**config.mk**
```make
export PLATFORM = sky130hd
export DESIGN_NAME = feature_point_collector
export DESIGN_NICKNAME = d
export VERILOG_FILES = /design/src/rtl/feature_point_collector.sv
export SDC_FILE = /design/constraint.sdc
export NUM_CORES = 1
export LEC_CHECK = 0
export ABC_AREA = 0
export CORE_MARGIN = 2
export CORE_UTILIZATION = 55
export CTS_BUF_LIST = sky130_fd_sc_hd__clkbuf_8
export CTS_CLUSTER_SIZE = 28
export DETAILED_ROUTE_END_ITERATION = 10
export HOLD_SLACK_MARGIN = 0.02
export PLACE_DENSITY = 0.77
export SLEW_MARGIN = 40
export SYNTH_ARGS = -nofsm -noshare
export SYNTH_HDL_FRONTEND = slang
export SYNTH_SLANG_ARGS = --single-unit
```
**constraint.sdc**
```tcl
create_clock -name clock -period 5.1 [get_ports clock]
set_clock_uncertainty 0.15 [all_clocks]
set_input_delay 1.02 -clock clock [delete_from_list [all_inputs] [get_ports clock]]
set_output_delay 1.02 -clock clock [all_outputs]
set_load 0.03 [all_outputs]
```
**src/rtl/feature_point_collector.sv**
```systemverilog
// Feature-point collector: tracks raster position of the filtered pixel stream,
// queues thresholded in-border pixels as (x, y, mag) records, and reports per-frame stats.
module feature_point_collector #(
  parameter int WIDTH        = 420,
  parameter int HEIGHT       = 320,
  parameter int BORDER       = 2,
  parameter int DEPTH        = 16,
  parameter int MAX_FEATURES = 200
) (
  input  logic       clock,
  input  logic       reset,
  input  logic [7:0] din,
  input  logic       validin,
  input  logic       blanking_in,
  input  logic [7:0] threshold,
  output logic [8:0] out_x,
  output logic [8:0] out_y,
  output logic [7:0] out_mag,
  output logic       out_valid,
  input  logic       out_ready,
  output logic       frame_done,
  output logic [7:0] frame_count,
  output logic       frame_overflow
);

  localparam int AW = $clog2(DEPTH);
  localparam int PW = AW + 1;

  localparam logic [8:0] X_LAST = 9'(WIDTH - 1);
  localparam logic [8:0] Y_LAST = 9'(HEIGHT - 1);
  localparam logic [8:0] X_LO   = 9'(BORDER);
  localparam logic [8:0] X_HI   = 9'(WIDTH - 1 - BORDER);
  localparam logic [8:0] Y_LO   = 9'(BORDER);
  localparam logic [8:0] Y_HI   = 9'(HEIGHT - 1 - BORDER);
  localparam logic [7:0] CAP    = 8'(MAX_FEATURES);

  typedef struct packed {
    logic [8:0] x;
    logic [8:0] y;
    logic [7:0] mag;
  } rec_t;

  rec_t          mem_q [DEPTH];

  logic [8:0]    x_q, x_d;
  logic [8:0]    y_q, y_d;
  logic [7:0]    thr_q, thr_d;
  logic [7:0]    cnt_q, cnt_d;
  logic          ovf_q, ovf_d;
  logic [PW-1:0] wr_ptr_q, wr_ptr_d;
  logic [PW-1:0] rd_ptr_q, rd_ptr_d;
  logic          frame_done_q, frame_done_d;
  logic [7:0]    frame_count_q, frame_count_d;
  logic          frame_overflow_q, frame_overflow_d;

  logic          empty, full, pop, push, drop, eligible, eof_beat;
  logic          in_border;
  logic [7:0]    cnt_next;
  logic          ovf_next;
  rec_t          push_rec;
  rec_t          head;

  // NOTE: every signal written here gets a default first, so no path leaves
  // a value unassigned and no latch is inferred.
  always_comb begin
    x_d              = x_q;
    y_d              = y_q;
    thr_d            = thr_q;
    wr_ptr_d         = wr_ptr_q;
    rd_ptr_d         = rd_ptr_q;
    frame_done_d     = 1'b0;
    frame_count_d    = frame_count_q;
    frame_overflow_d = frame_overflow_q;

    empty     = (wr_ptr_q == rd_ptr_q);
    full      = (wr_ptr_q[AW] != rd_ptr_q[AW]) &&
                (wr_ptr_q[AW-1:0] == rd_ptr_q[AW-1:0]);
    pop       = !empty && out_ready;

    in_border = (x_q >= X_LO) && (x_q <= X_HI) && (y_q >= Y_LO) && (y_q <= Y_HI);
    eligible  = validin && !blanking_in && (din >= thr_q) && in_border && (cnt_q < CAP);
    // A pop in the same cycle frees the slot being written, so a full FIFO can still accept.
    push      = eligible && (!full || pop);
    drop      = eligible && !push;
    eof_beat  = validin && (x_q == X_LAST) && (y_q == Y_LAST);
    push_rec  = '{x: x_q, y: y_q, mag: din};

    if (validin) begin
      if (x_q == X_LAST) begin
        x_d = '0;
        y_d = (y_q == Y_LAST) ? '0 : y_q + 9'd1;
      end else begin
        x_d = x_q + 9'd1;
      end
    end

    if (push) wr_ptr_d = wr_ptr_q + PW'(1);
    if (pop)  rd_ptr_d = rd_ptr_q + PW'(1);

    cnt_next = cnt_q + {7'd0, push};
    ovf_next = ovf_q | drop;

    if (eof_beat) begin
      frame_done_d     = 1'b1;
      frame_count_d    = cnt_next;
      frame_overflow_d = ovf_next;
      cnt_d            = '0;
      ovf_d            = 1'b0;
      thr_d            = threshold;
    end else begin
      cnt_d            = cnt_next;
      ovf_d            = ovf_next;
    end
  end

  // NOTE: sequential state uses non-blocking assignments so every flop
  // samples the pre-edge values regardless of statement order.
  always_ff @(posedge clock) begin
    if (reset) begin
      x_q              <= '0;
      y_q              <= '0;
      thr_q            <= threshold;
      cnt_q            <= '0;
      ovf_q            <= 1'b0;
      wr_ptr_q         <= '0;
      rd_ptr_q         <= '0;
      frame_done_q     <= 1'b0;
      frame_count_q    <= '0;
      frame_overflow_q <= 1'b0;
    end else begin
      x_q              <= x_d;
      y_q              <= y_d;
      thr_q            <= thr_d;
      cnt_q            <= cnt_d;
      ovf_q            <= ovf_d;
      wr_ptr_q         <= wr_ptr_d;
      rd_ptr_q         <= rd_ptr_d;
      frame_done_q     <= frame_done_d;
      frame_count_q    <= frame_count_d;
      frame_overflow_q <= frame_overflow_d;
    end
  end

  // NOTE: the storage array is not reset; the pointers alone define which
  // entries are live, and the outputs are masked while the FIFO is empty.
  always_ff @(posedge clock) begin
    if (push) mem_q[wr_ptr_q[AW-1:0]] <= push_rec;
  end

  assign head           = mem_q[rd_ptr_q[AW-1:0]];
  assign out_valid      = !empty;
  assign out_x          = out_valid ? head.x   : '0;
  assign out_y          = out_valid ? head.y   : '0;
  assign out_mag        = out_valid ? head.mag : '0;
  assign frame_done     = frame_done_q;
  assign frame_count    = frame_count_q;
  assign frame_overflow = frame_overflow_q;

endmodule

```
==> results by group <==
Worst setup path
  • Critical Path AT: 3.55 ns
  • Maximum fanout count along the critical path: 26
  • Critical Setup Path Class: reg -> out
  • Critical Path Sink Type: output pin
  • Startpoint class of the critical path: flip-flop
  • CP Data Required Time: approximately 3.9 ns
  • Reg2reg setup slack: about 1.3 ns

Final layout
  • Nets: 1,058
  • Diodes inserted: 0
  • Fraction of final layout cells with drive strength greater than 1: about a quarter
  • Area growth from synthesis to layout: 14.1%

CTS
  • Clock root buffer: clkbuf_8
  • Clock sinks: 475
  • Reg clk slew, reported paths: ~0.060 ns
  • Inserted Clock Buffers: 74
  • CTS tree: built
  • CTS hold repair buffers: 0
  • # Post-CTS Setup Buffers: 0
  • Buffers from clock root to sink, at most: 3
  • Number of H-tree branching levels: 3
  • Count of instances resized after the clock tree is built: 0
  • Clk Latency, worst-skew pair: between 0.5 and 0.6 ns

Yosys
  • Yosys Warn Count: 0
  • Synthesized Nets: between 900 and 1,000
  • Count of flip-flops with a built-in enable after synthesis: 424
  • Register bit total from synthesis: 475
  • Largest area contributor in the synthesized netlist: edfxtp_1
  • Avg Synthesized Cell Area: 20.6 um^2
  • Post-synth top flop: edfxtp_1
  • Top cell type's share of synthesized area: 68.5%
  • Count of different cell masters after synthesis: 47
  • Area of the mapped netlist: 0.0186 mm^2
  • Sequential element share of the synthesized area: 73.9%
  • Commonest cells post-synth: edfxtp_1, mux4_2, dfxtp_1, nor2_1, and2_1
  • Most repeated cell in the gate-level netlist after synthesis: edfxtp_1
  • Share of synthesized registers carrying an async set or reset: 0%
  • Gate count after technology mapping: 902
  • Leading cell types by total area after synthesis: edfxtp_1, mux4_2, dfxtp_1, ha_1, and2_1

Flow run
  • Max Cap Viol: 0

STA
  • Sum of negative setup slack: 0 ns
  • Number of failing setup endpoints in the final timing report: 0
  • Remaining max-slew budget at the tightest pin: between 40 and 50%
  • Final clock period utilization by the worst path: 92.5%
  • Final hold vios: 0
  • Clock period minus worst slack: 4.72 ns
  • Slew Viols, Final: 0
  • Peak clock frequency supported by timing: 212 MHz
  • Worst-case hold slack: roughly 0.31 ns
  • Transition time of the tightest slew-check pin: 0.847 ns
  • Setup repair after global routing missed its margin: false

Routing
  • Violation count after the first detailed-routing iteration: about 960
  • Average via count per standard cell: 5.89
  • Vias post-DR: 8,962
  • Final WL: 36.7 mm
  • Count of TritonRoute iterations in the first routing pass: 5
  • DRC violation count after routing: 0
  • Remaining number of nets flagged by the antenna check after routing: 0
  • Post-detailed-route wirelength per cell: around 24 um

Global routing
  • Pin count of the biggest net entering global routing: 43
  • GRT Resource Usage Total: 21.7%
  • Final global-route overflow total: 0
  • Via count of the first global-routing pass: 9,357
  • Number of antenna violations at the first check in global routing: 0
  • Global-route wire length before repair: 56.8 mm

Floorplanning
  • Count of pins on the block boundary: 58
  • Floorplan Core Area: between 0.03 and 0.04 mm^2
  • Total die area: 0.0353 mm^2
  • Die Ht: 188 um
  • Starting utilization of the core area: 55.6%
  • Die X: between 150 and 200 um
  • Std cell rows: 67

Place
  • RePlAce Congestion: 0.783
  • Port bufs: 57
  • Post-detail-place hpwl: 21.2 mm

Power and ir drop
  • Power density of the placed cells: 339 mW/mm^2
  • Worst vdd ir: approximately 0.18 mV
  • Total leakage power: between 7 and 8 nW

Status
  • Result of the run: complete, no violations

Worst hold path
  • Class of the tightest hold or removal check: reg -> reg
registers in the layout (all words and copies together) (netlist names), 5 cells and up, named ones only:
register     flops
thr_q            8
rd_ptr_q         5
wr_ptr_q         5
mem_q          416
y_q              9
x_q              9
cnt_q            8
frame_count      8
cell usage in the layout, fill, tap and decap left out, types with 4 or more instances in the layout:
cell type and n:
clkbuf_8 84, nor2_1 42, xnor2_1 17, buf_12 5, mux4_2 130, inv_1 47
and3_4 8, a21oi_1 6, edfxtp_1 424, dfxtp_1 45, xor2_1 16, nand4_1 9
ha_1 21, nand2_1 12, and4_1 4, nor3_1 6, clkinv_1 8, and3_2 4
clkdlybuf4s50_1 57, and3_1 4, buf_4 13, o2bb2ai_1 6, and2_1 32, nand3_1 12
nor2b_1 4
metal layers:
metal / routed length [um] / GRT usage, %
met1: 15700 / 31.8
met2: 18000 / 34.5
met3: 2340 / 3.37
met4: 679 / 6.57
met5: 0 / 0
kinds of logic after synthesis:
kind of cell	after synthesis	synth area share (%)
AOI/OAI and AO/OA	28	1.10
xor gates and xnor gates	33	1.55
adders and majority gates	21	1.41
buffers and inverters	56	1.47
DFF	475	73.9
muxes	132	15.8
and+or+nand+nor	157	4.67
critical path, stage by stage (launching register included):
cell and delay [ns]:
dfxtp_4 0.75, buf_4 0.37, mux4_2 0.59, mux4_2 0.48, and2_1 0.17, clkdlybuf4s50_1 0.59
stage by stage:
stage	cell area, um^2	utilization (%)	worst slack, ns	power [mW]	cells
after global routing	21200	63.5	0.214	7.44	1521
after global placement	19700	59.0	0.464	4.37	1385
after detailed placement	19800	59.3	0.416	4.38	1388
after CTS	21200	63.4	0.301	7.24	1521
final	21200	63.5	0.383	7.21	1521
after floorplan	18600	-	1.44	4.33	902
where the power goes:
part           switching, mW  internal [mW]
combinational         0.0442         0.0319
sequential            0.0119           4.21
clock                   1.40           1.51
total                   1.46           5.75
final cells by class:
cell class,instances,area (um^2)
Sequential cell,475,13800
Fill cell,2184,12200
Multi-Input combinational cell,371,4630
Clock buffer,84,1160
Timing Repair Buffer,78,838
Tap cell,448,561
Clock inverter,49,214
Inverter,16,60.1
final timing paths:
check                              start                           to  depth (start not counted)
min          frame_count[4]$_SDFFE_PP0P_  frame_count[4]$_SDFFE_PP0P_                          1
max reg2reg          y_q[1]$_SDFFE_PP0P_  frame_count[7]$_SDFFE_PP0P_                         12
min reg2reg  frame_count[4]$_SDFFE_PP0P_  frame_count[4]$_SDFFE_PP0P_                          1
max                            flip-flop                     out_x[3]                          5
Note: power is estimated with default switching activity, not from simulation.
